`config.mk`:
```
export PLATFORM = sky130hd
export DESIGN_NAME = color_led_player
export DESIGN_NICKNAME = d
export VERILOG_FILES = /design/src/rtl/simon_pkg.sv /design/src/rtl/cycle_timer.sv /design/src/rtl/color_led_player.sv
export SDC_FILE = /design/constraint.sdc
export NUM_CORES = 1
export LEC_CHECK = 0
export BUFFER_PORTS_ARGS = -buffer_cell sky130_fd_sc_hd__clkbuf_2
export CELL_PAD_IN_SITES_DETAIL_PLACEMENT = 2
export CELL_PAD_IN_SITES_GLOBAL_PLACEMENT = 2
export CORE_UTILIZATION = 25
export CTS_BUF_LIST = sky130_fd_sc_hd__clkbuf_8
export CTS_CLUSTER_DIAMETER = 100
export DETAILED_ROUTE_END_ITERATION = 16
export PLACE_DENSITY_LB_ADDON = 0.1
export RECOVER_POWER = 100
export SLEW_MARGIN = 20
export SYNTH_ARGS = -nofsm -noshare
export SYNTH_HDL_FRONTEND = slang
export SYNTH_HIERARCHICAL = 1
export SYNTH_SLANG_ARGS = --single-unit
```
`constraint.sdc`:
```
create_clock -name clk -period 10.62 [get_ports clk]
set_input_delay 0.531 -clock clk [delete_from_list [all_inputs] [get_ports clk]]
set_output_delay 0.531 -clock clk [all_outputs]
set_load 0.005 [all_outputs]
```
`src/rtl/simon_pkg.sv`:
```
// Colour codes shared by the Simon key converter, game controller and LED player.
package simon_pkg;

    typedef logic [1:0] color_t;

    localparam color_t B = 2'b00;
    localparam color_t G = 2'b01;
    localparam color_t R = 2'b10;
    localparam color_t Y = 2'b11;

    function automatic logic [3:0] color_to_onehot(input color_t c);
        return 4'b0001 << c;
    endfunction

endpackage

```
`src/rtl/cycle_timer.sv`:
```
// Clear/enable up-counter with a terminal-count compare against a runtime value.
module cycle_timer #(
    parameter int W = 1
) (
    input  logic         clk,
    input  logic         reset,
    input  logic         clr,
    input  logic         en,
    input  logic [W-1:0] last,
    output logic         tc
);

    logic [W-1:0] cnt_q;
    logic [W-1:0] cnt_d;

    always_comb begin
        cnt_d = cnt_q;
        if (clr) begin
            cnt_d = '0;
        end else if (en) begin
            cnt_d = cnt_q + W'(1);
        end
    end

    always_ff @(posedge clk or posedge reset) begin
        if (reset) begin
            cnt_q <= '0;
        end else begin
            cnt_q <= cnt_d;
        end
    end

    assign tc = (cnt_q == last);

endmodule

```
`src/rtl/color_led_player.sv`:
```
// Plays one Simon colour per handshake: LED lit for ON_CYCLES, dark for GAP_CYCLES, then done.
module color_led_player
    import simon_pkg::*;
#(
    parameter int ON_CYCLES  = 25_000_000,
    parameter int GAP_CYCLES = 12_500_000
) (
    input  logic       clk,
    input  logic       reset,
    input  logic       abort,
    input  logic       in_valid,
    input  logic [1:0] in_color,
    output logic       in_ready,
    output logic [3:0] leds,
    output logic       busy,
    output logic       done
);

    localparam int MAX_CYC = (ON_CYCLES > GAP_CYCLES) ? ON_CYCLES : GAP_CYCLES;
    localparam int CW      = (MAX_CYC > 1) ? $clog2(MAX_CYC) : 1;

    localparam logic [CW-1:0] ON_LAST  = CW'(ON_CYCLES - 1);
    localparam logic [CW-1:0] GAP_LAST = CW'(GAP_CYCLES - 1);

    localparam logic [1:0] S_IDLE = 2'd0;
    localparam logic [1:0] S_ON   = 2'd1;
    localparam logic [1:0] S_GAP  = 2'd2;

    logic [1:0]    state_q, state_d;
    color_t        color_q, color_d;
    logic          done_q, done_d;
    logic          tmr_clr, tmr_en, tmr_tc;
    logic [CW-1:0] tmr_last;

    assign in_ready = (state_q == S_IDLE) & ~reset & ~abort;

    // One timer serves both phases; its compare value follows the state.
    assign tmr_last = (state_q == S_GAP) ? GAP_LAST : ON_LAST;

    always_comb begin
        state_d = state_q;
        color_d = color_q;
        done_d  = 1'b0;
        tmr_clr = 1'b0;
        tmr_en  = 1'b0;
        if (abort) begin
            state_d = S_IDLE;
            tmr_clr = 1'b1;
        end else begin
            case (state_q)
                S_IDLE: begin
                    if (in_valid && in_ready) begin
                        color_d = in_color;
                        state_d = S_ON;
                        tmr_clr = 1'b1;
                    end
                end
                S_ON: begin
                    if (tmr_tc) begin
                        state_d = S_GAP;
                        tmr_clr = 1'b1;
                    end else begin
                        tmr_en = 1'b1;
                    end
                end
                S_GAP: begin
                    if (tmr_tc) begin
                        state_d = S_IDLE;
                        done_d  = 1'b1;
                        tmr_clr = 1'b1;
                    end else begin
                        tmr_en = 1'b1;
                    end
                end
                default: begin
                    state_d = S_IDLE;
                    tmr_clr = 1'b1;
                end
            endcase
        end
    end

    always_ff @(posedge clk or posedge reset) begin
        if (reset) begin
            state_q <= S_IDLE;
            color_q <= B;
            done_q  <= 1'b0;
        end else begin
            state_q <= state_d;
            color_q <= color_d;
            done_q  <= done_d;
        end
    end

    cycle_timer #(
        .W(CW)
    ) u_timer (
        .clk  (clk),
        .reset(reset),
        .clr  (tmr_clr),
        .en   (tmr_en),
        .last (tmr_last),
        .tc   (tmr_tc)
    );

    // Outputs decode registered state only, so they cannot glitch.
    assign leds = (state_q == S_ON) ? color_to_onehot(color_q) : 4'b0000;
    assign busy = (state_q != S_IDLE);
    assign done = done_q;

endmodule

```
* Word-level counts from Yosys, hierarchy flattened
Index checks and enable logic that the tools add are counted.
Operators by class: add/subtract/negate cells 1, eq/ne operators 6, shifts and indexed selects 1, muxes and demuxes 18, bitwise logic cells 4, reductions and logical operators 7
Operator list (count):
- $mux 25 | 3
- $add 25x1->25 const B | 1
- $eq 25x25->1 | 1
- $mux 1 | 8
- $mux 2 | 4
- $ne 3x3->1 const B | 2
- $pmux 2 s3 | 1
- $reduce_and 3->1 | 2
- $mux 4 | 1
- $reduce_bool 2->1 | 2
- $shl 1x2->4 const A | 1
- $ne 3x2->1 const B | 1
- $and 1x1->1 | 2
- $eq 2x1->1 const B | 1
- $eq 2x2->1 const B | 1
- $logic_not 2->1 | 1
- $not 1->1 | 2
- $pmux 1 s2 | 1
- $reduce_or 2->1 | 1
- $logic_and 1x1->1 | 1
Storage, ports and cells: bits in registers 30, input port bits 6, output and inout bits 7, word-level logic and storage cells 41

* Logic depth before layout (Yosys ltp)
Gate-level depths: netlist of run 1.
word-level depth 8, depth in mapped cells 14, gate-level depth less buffers 12

* By module
Netlist of run 1, hierarchy kept.
By module, submodules not included:
- cycle_timer | times used 1, cells each 171, area an instance 1612.8 sq um, sequential area each 625.6 sq um
- color_led_player | times used 1, cells each 39, area an instance 382.9 sq um, sequential area each 125.1 sq um

* Worst setup path before layout of run 1
OpenSTA, ideal clock, no wires.
path kind register to register, start register state_q[0], end register u_timer.cnt_q[15], setup time 0.078 ns, arrival time 3.681 ns, data required time 10.542 ns, setup slack 6.861 ns, stages on the path, launching flop included 15, path buffers 2, period minus slack after synthesis 3.759 ns, cell sequence dfrtp_1 > inv_1 > ha_1 > inv_1 > xor2_1 > nor4_1 > nand4_1 > nor4_1 > a2111o_1 > buf_4 > o211ai_4 > or3_4 > buf_6 > or4_1 > a21oi_1
On the way: elaborated cells on any way between the ends 18, those cells by class eq/ne: 3; mux: 9; bitwise: 2; reduce/logical: 4
RTL lines:
- start, declared | RTL line color_led_player.sv:29 | logic [1:0] state_q, state_d;
- start signal, assigned | RTL line color_led_player.sv:89 | state_q <= state_d;
- $eq 2x2->1 * | RTL line color_led_player.sv:38 | assign tmr_last = (state_q == S_GAP) ? GAP_LAST : ON_LAST;
- $mux 25 * | RTL line color_led_player.sv:38
- named net tmr_last[10] | RTL line color_led_player.sv:33 | logic [CW-1:0] tmr_last;
- $eq 25x25->1 * | RTL line cycle_timer.sv:33 | assign tc = (cnt_q == last);
- named net tmr_tc | RTL line color_led_player.sv:32 | logic tmr_clr, tmr_en, tmr_tc;
- $mux 1 * | RTL line color_led_player.sv:59, color_led_player.sv:67
- $pmux 1 s2 * | RTL line color_led_player.sv:50 | case (state_q)
- $mux 1 * | RTL line color_led_player.sv:46 | if (abort) begin
- named net tmr_clr | RTL line color_led_player.sv:32
- $mux 25 or $reduce_bool 2->1 (tied branches)
- end signal, assigned | RTL line cycle_timer.sv:29 | cnt_q <= cnt_d;
- end, declared | RTL line cycle_timer.sv:13 | logic [W-1:0] cnt_q;
The timed path passes the listed nets; every way through them passes the cells marked *. A chain may end at the register's enable or synchronous reset.

* Final worst setup path of run 1
start register state_q[0], end register u_timer.cnt_q[20]
Same word-level chain as after synthesis.

==> impl_results.md, run 1 <==
* Final critical path time including I/O delays and setup at between 5000 and 6000 ps
* Static Leakage at slightly above 0.9 nW
* Final Power at about 260 uW
* Slew of the pin with the lowest slew margin at about 1500 ps
* Clock Skews at 9.90 ps
* DRT iter0 DRCs at 49
* Fin Setup TNS at 0 ps
* Cell-by-cell trace of the critical path: inv_1, ha_1, inv_1, xor2_1, nor4_1, nand4_1, nor4_1, a2111o_1, clkbuf_1, o211ai_1, nor4_1, nand2_1, mux2_2
* Top-Level Pins at 13
* Count of unique library cells instantiated by Yosys at 43
* Detailed placer's ending HPWL at about 4100 um
* Routed wire length at between 5000 and 6000 um
* Die Y at between 90 and 100 um
* Endpoint type of the worst setup path: flip-flop
* Number of antenna violations at the first check in global routing at 0
* Crit path max fanout at 18
* Setup Fix Bufs, Post-CTS at 0
* Element type at the critical path start: flip-flop
* 1st-pass router iterations at 4
* Cell with the biggest individual delay on the critical path: nor4_1
* Max stage delay on crit path at about 750 ps
* Remaining routing DRC violations at 0
* Count of cells resized by post-cts repair at 0
* Final core utilization at 29.4%
* Fillers at ~890
* RSZ-0062 raised after global routing: false
* Cell with the most instances after synthesis: dfrtp_1
* Buffers & Inverters on Critical Path at 3
* Worst EP arrival at 5360 ps
* Total overflow reported by the global router at 0
* Instance count of the mapped netlist at 210
* Site row count at 32
* Fraction of registers with async set or reset after synthesis at 100%
* Placed instance area at around 2200 sq um
* Dominant cells by area after synthesis: dfrtp_1 (38%), xnor2_1 (9.2%), xor2_1 (6.6%)
* Antenna diode count at 0
* Total of endpoints with negative setup slack in the final report at 0
* First-pass GRT wire length at around 9200 um
* Area share of the largest cell type after synthesis at around 38%
* Tightest Hold Check Type: in -> async
* Startpoint of the lowest-slack register-to-register path: state_q[0]
* Count of nets after finishing at 250
* Violated checks: max-capacitance violations, max-slew violations
* Routability Congestion at 0.743
* Number of clock sinks at 30
* Total number of vias at approximately 1600
* Result of the run: complete, but fails checks
* Post-route insts no fill at ~340
* TritonCTS clock tree: built
* Pre-CTS WS at 5830 ps
* Placeable core area at between 7000 and 8000 sq um
* Number of buffers created by CTS at 5
* Area growth from synthesis to final layout at 13.9%
* Kind of cell adding the most delay to the critical path: simple AND/OR/NAND/NOR gates
* Number of buffers on the longest clock path at 2
* Worst Hold Margin at 210 ps
* Yosys synthesis warning count at 6
* Proportion of layout cells with a drive suffix above 1 at about a tenth
* Max-slew violation total from the final report at 26
* Max Cap Viol at 1
* Via count normalized by instance count at roughly 4.7
* Placed Instances at between 300 and 400
* Die width at 91.3 um
* Setup slack of the critical path after layout at roughly 5400 ps
* Post-Layout Inst Area at approximately 2300 sq um
* Starting Density at between 20 and 30%
* Maximum number of pins on one net before global-route repair at 26
* Startpoint-to-endpoint class of the critical path: reg -> reg
* Final hold viol count at 0
* Hold_buf cts at 0
* Most frequent cell on the critical path: nor4_1
* Power density normalized to cell area at ~110 nW/um^2
* Main flop type after synthesis: dfrtp_1
* Count of flip-flops with a built-in enable after synthesis at 0
* Req. time, crit path at 10790 ps
* R2R depth at 13
* Clock insertion delay at the later pin of the skew report at 290 ps
* Worst voltage drop across the vdd grid at between 0.00004 and 0.00005 V
* Final cycle utilization of the critical path at roughly 49%
* Total of buffers placed on input and output ports at 12
* Terminus of the critical flop-to-flop path: u_timer/cnt_q[20]
* Sequential share of the synthesized area at a little under two fifths
* CTS root buffer: clkbuf_8
* Clock-pin slew reported for the worst setup and hold paths after clock tree synthesis at around 60 ps
* Post-synth top cells: dfrtp_1 (30), xnor2_1 (21), nor2_1 (18)
* Post-DR wirelength/cell at about 16 um
* Slew headroom at -1.38%
* Cell taking the most area after synthesis: dfrtp_1
* DRT antenna net count at 0
* CTS H-tree lvls at 2
* Flops & latches, synth at 30
* Die Outline Area at approximately 8300 sq um
* R2R setup slack at between 5000 and 6000 ps
* Overall track demand over capacity in global routing at 14.7%
* Cell area after synthesis at between 1500 and 2000 sq um
* Mean instance size in the synthesized netlist at between 9 and 10 sq um
* Fmax achieved at 193 MHz
* Via count of the first global-routing pass at 1672
layer usage:
layer | routed length, um | global-route usage (%) | part of all wire, %
met1 | 2640 | 19.2 | 48
met2 | 2660 | 24.2 | 49
met3 | 110 | 3.02 | 2.0
met4 | 59 | 4.37 | 1.1
met5 | 0 | 0 | 0
sequential cells by signal (all words and copies together) (netlist names):
signal,count
color_q,2
done,1
state_q,2
u_timer/cnt_q,25
worst register-to-register path: stages (launching register included):
cell      delay [ps]
dfrtp_1          410
inv_1            100
ha_1             360
inv_1            210
xor2_1           180
nor4_1           290
nand4_1          110
nor4_1           730
a2111o_1         520
clkbuf_1         700
o211ai_1         260
nor4_1           750
nand2_1          140
mux2_2           310
layout make-up:
class                   instances  area, sq um  area share [%]
clock buffers                   5         68.8            3.03
flip-flops and latches         30          751            33.0
inverters                      12         45.0            1.98
repair buffers                 15         71.3            3.14
well taps                     102          128            5.61
clock inverters                 3         40.0            1.76
multi-input cells             175         1170            51.5
report_power, final:
group	switching, mW	internal [mW]
sequential	0.00322	0.117
combinational	0.0147	0.00994
clock	0.0463	0.0690
total	0.0642	0.196
kinds of logic (layout without fill, tap and decap cells):
family / Yosys count / count (layout) / share of synthesized area [%]
and+or+nand+nor: 83 / 83 / 24.7
xor gates and xnor gates: 36 / 36 / 15.8
AOI/OAI and AO/OA: 31 / 31 / 11.1
DFF: 30 / 30 / 37.6
buffers and inverters: 19 / 35 / 4.70
adders and majority gates: 5 / 5 / 3.13
muxes: 4 / 4 / 2.57
other: 2 / 16 / 0.376
placed cells by master, fill, tap and decap left out, drive strengths merged, types with 2 or more instances in the layout:
master / instances
clkinv: 2
xnor2: 21
nor3b: 2
o31ai: 10
nand4: 7
nand2: 10
a21oi: 12
dfrtp: 30
nor2b: 2
o211ai: 2
and4: 3
inv: 12
ha: 5
nor3: 2
or3: 5
nand3: 8
and2: 3
clkbuf: 19
nor4: 8
xor2: 15
o21ai: 2
conb: 16
nor2: 19
or4: 9
mux2: 3
worst max-delay path by stage:
stage                    start           endpoint  slack, ps  cells past startpoint
floorplan           state_q[0]  u_timer/cnt_q[15]       6860                     14
global placement    state_q[0]  u_timer/cnt_q[18]       5960                     13
detailed placement  state_q[0]  u_timer/cnt_q[20]       5830                     13
CTS                 state_q[0]  u_timer/cnt_q[20]       5820                     13
global route        state_q[0]  u_timer/cnt_q[20]       4810                     13
finish              state_q[0]  u_timer/cnt_q[20]       5430                     13
No activity file was read; power rests on OpenSTA's default activity.
==> inputs of run 2 (changes only) <==
==> constraint.sdc (replaced) <==
create_clock -name clk -period 4.8 [get_ports clk]
set_input_delay 0.24 -clock clk [delete_from_list [all_inputs] [get_ports clk]]
set_output_delay 0.24 -clock clk [all_outputs]
set_load 0.005 [all_outputs]
==> run 2 against run 1 <==
  * Power is 97% higher
  * First-iteration DRC count is 27% lower
  * Cell count is 0.58% higher
  * Highest routed layer unchanged
  * Sequential power is 120% higher
  * Clock-buffer cell count stayed put
  * Setup slack worse by 4800 ps
  * Non-clock buffer count is 3 higher
  * Global-route usage is 0.11 points higher
  * Clock skew is 5.0 ps lower
  * Die area stayed put
  * Wire length is 2.2% higher
  * The run now ends clean
==> impl_results.md, run 2 (same netlist as run 1, synthesis figures left out) <==
* Result of the run: completed
* Startpoint of the lowest-slack register-to-register path: state_q[0]
* Largest register FFs at 25 (unchanged)
* Total of buffers placed on input and output ports at 12 (unchanged)
* Fin Setup TNS at 0 ps (unchanged)
* Most common cell after layout, fill and taps aside: dfrtp_1
* Register name with the most flops: u_timer/cnt_q
* Total number of vias at 1622 (+0.50%)
* Count of nets after finishing at 253 (+1.2%)
* Clock Skews at 4.86 ps (-5.04 ps)
* Count of cells resized by post-cts repair at 0 (unchanged)
* Routed wire length at 5580 um (+2.2%)
* CTS root buffer: clkbuf_8
* R2R setup slack at 640 ps (-4790 ps)
* Via count of the first global-routing pass at 1740 (+4.1%)
* Post-DR wirelength/cell at 16.2 um (+1.6%)
* Setup Fix Bufs, Post-CTS at 0 (unchanged)
* DRT antenna net count at 0 (unchanged)
* Detailed placer's ending HPWL at 4230 um (+2.0%)
* Number of buffers created by CTS at 5 (unchanged)
* Static Leakage at 0.906 nW (-1.0%)
* Die Outline Area at 8340 sq um (unchanged)
* Die width at 91.3 um (unchanged)
* Total of endpoints with negative setup slack in the final report at 0 (unchanged)
* GR Layer Usage met2 at 25.0% (+0.82 points)
* Final hold viol count at 0 (unchanged)
* Placeable core area at 7730 sq um (unchanged)
* Number of buffers on the longest clock path at 2 (unchanged)
* R2R depth at 13 (unchanged)
* Setup slack of the critical path after layout at 637 ps (-4790 ps)
* Met1 global-route usage at 19.0% (-0.21 points)
* Crit path max fanout at 9 (-9)
* Element type at the critical path start: flip-flop
* Max-slew violation total from the final report at 0 (-100%)
* Remaining routing DRC violations at 0 (unchanged)
* Biggest registers after layout: u_timer/cnt_q: 25 flops, color_q: 2 flops, state_q: 2 flops
* Number of antenna violations at the first check in global routing at 0 (unchanged)
* RSZ-0062 raised after global routing: false
* GRT Max-Usage Layer: met2
* Pre-CTS WS at 740 ps (-5090 ps)
* Fillers at 871 (-1.9%)
* 1st-pass router iterations at 4 (unchanged)
* Cell-by-cell trace of the critical path: inv_1, ha_1, inv_1, xor2_1, nor4_1, nand4_1, nor4_1, clkbuf_1, a2111o_1, o211ai_1, or3_1, or4_1, a21oi_1
* Commonest cells after routing, fill and taps aside: dfrtp_1 (30), xnor2_1 (21), nor2_1 (19)
* Met3 usage at 2.76% (-0.25 points)
* Endpoint type of the worst setup path: flip-flop
* Via count normalized by instance count at 4.72 (about the same)
* Fmax achieved at 240 MHz (+25%)
* Site row count at 32 (unchanged)
* WP depth at 13 (unchanged)
* Starting Density at 25.8% (unchanged)
* Footprint of the multi-input gates at 1190 sq um (+1.7%)
* Tightest Hold Check Type: in -> reg
* Antenna diode count at 0 (unchanged)
* Min-Delay Startpoint: in_color[1]
* Final cycle utilization of the critical path at 86.7% (+38 points)
* Terminus of the critical flop-to-flop path: u_timer/cnt_q[18]
* Worst voltage drop across the vdd grid at 0.0000768 V (+87%)
* First-pass GRT wire length at 9360 um (+1.2%)
* Sequential cell area in the final layout at 751 sq um (unchanged)
* Slew headroom at 28.8% (+30 points)
* TritonCTS clock tree: built
* Routability Congestion at 0.772 (+3.9%)
* Clock-pin slew reported for the worst setup and hold paths after clock tree synthesis at 70 ps (about the same)
* Final critical path time including I/O delays and setup at 4160 ps (-1030 ps)
* Overall track demand over capacity in global routing at 14.8% (+0.11 points)
* Number of clock sinks at 30 (unchanged)
* Proportion of layout cells with a drive suffix above 1 at 9.50% (-0.91 points)
* Total overflow reported by the global router at 0 (unchanged)
* Clock insertion delay at the later pin of the skew report at 280 ps (about the same)
* Top-Level Pins at 13 (unchanged)
* Req. time, crit path at 4990 ps (-5800 ps)
* Area growth from synthesis to final layout at 13.9% (unchanged)
* Startpoint-to-endpoint class of the critical path: reg -> reg
* Cell with the biggest individual delay on the critical path: or4_1
* Kind of cell adding the most delay to the critical path: simple AND/OR/NAND/NOR gates
* Die Y at 91.3 um (unchanged)
* DRT iter0 DRCs at 36 (-27%)
* Maximum number of pins on one net before global-route repair at 21 (-19%)
* Max Cap Viol at 0 (-1)
* Max stage delay on crit path at 550 ps (-200 ps)
* Number of cells on the worst hold path at 2
* Slew of the pin with the lowest slew margin at 1070 ps (-453 ps)
* Worst EP arrival at 4360 ps (-1000 ps)
* CTS H-tree lvls at 2 (unchanged)
* Power density normalized to cell area at 225 nW/um^2 (+97%)
* Destination of the worst hold path: color_q[1]
* Buffers & Inverters on Critical Path at 3 (unchanged)
run 2: per-stage QoR:
stage                     area, sq um  hold WS (ps)  std cells  power [mW]  utilization (%)
after CTS                        2310           185        344       0.530             29.9
final                            2270           176        344       0.512             29.4
after global routing             2270           186        344       0.538             29.4
after detailed placement         2220           190        336       0.332             28.8
after global placement           2220           186        336       0.331             28.8
after floorplan                  2050          18.5        224       0.311                -
run 2: routing by layer:
layer | part of all wire, % | vias up
li1 | - | 795
met1 | 48 | 811
met2 | 49 | 12
met3 | 1.8 | 4
met4 | 0.79 | 0
met5 | 0 | -
run 2: timing repair:
item,in CTS,in global routing
hold buffers,1,0
setup endpoints to repair,0,0
hold endpoints to repair,5,0
run 2: area by class of cell:
class                   instances  area share [%]
well taps                     102            5.61
clock inverters                 2           0.330
repair buffers                 18            3.69
inverters                      12            1.98
clock buffers                   5            3.03
multi-input cells             175            52.3
flip-flops and latches         30            33.0
run 2: where the power goes:
part / switching [mW] / total (mW) / internal (mW)
logic: 0.0338 / 0.0559 / 0.0221
clock network: 0.0950 / 0.190 / 0.0954
registers: 0.00724 / 0.266 / 0.258
run 2: worst register-to-register path: cells and delay by family (launching register included):
kind | cells | cell delay (ps)
xor+xnor | 1 | 180
compound gates | 3 | 770
fa+ha+maj | 1 | 350
flops | 1 | 420
buf+inv | 3 | 580
simple gates | 5 | 1780
run 2: worst max-delay path by stage:
| stage | from | end | slack [ps] |
|---|---|---|---|
| after floorplan | state_q[0] | u_timer/cnt_q[15] | 1040 |
| final | state_q[0] | u_timer/cnt_q[18] | 640 |
| after global placement | state_q[0] | u_timer/cnt_q[21] | 910 |
| after global routing | state_q[0] | u_timer/cnt_q[18] | 200 |
| after CTS | state_q[0] | u_timer/cnt_q[18] | 710 |
| after detailed placement | state_q[0] | u_timer/cnt_q[18] | 740 |
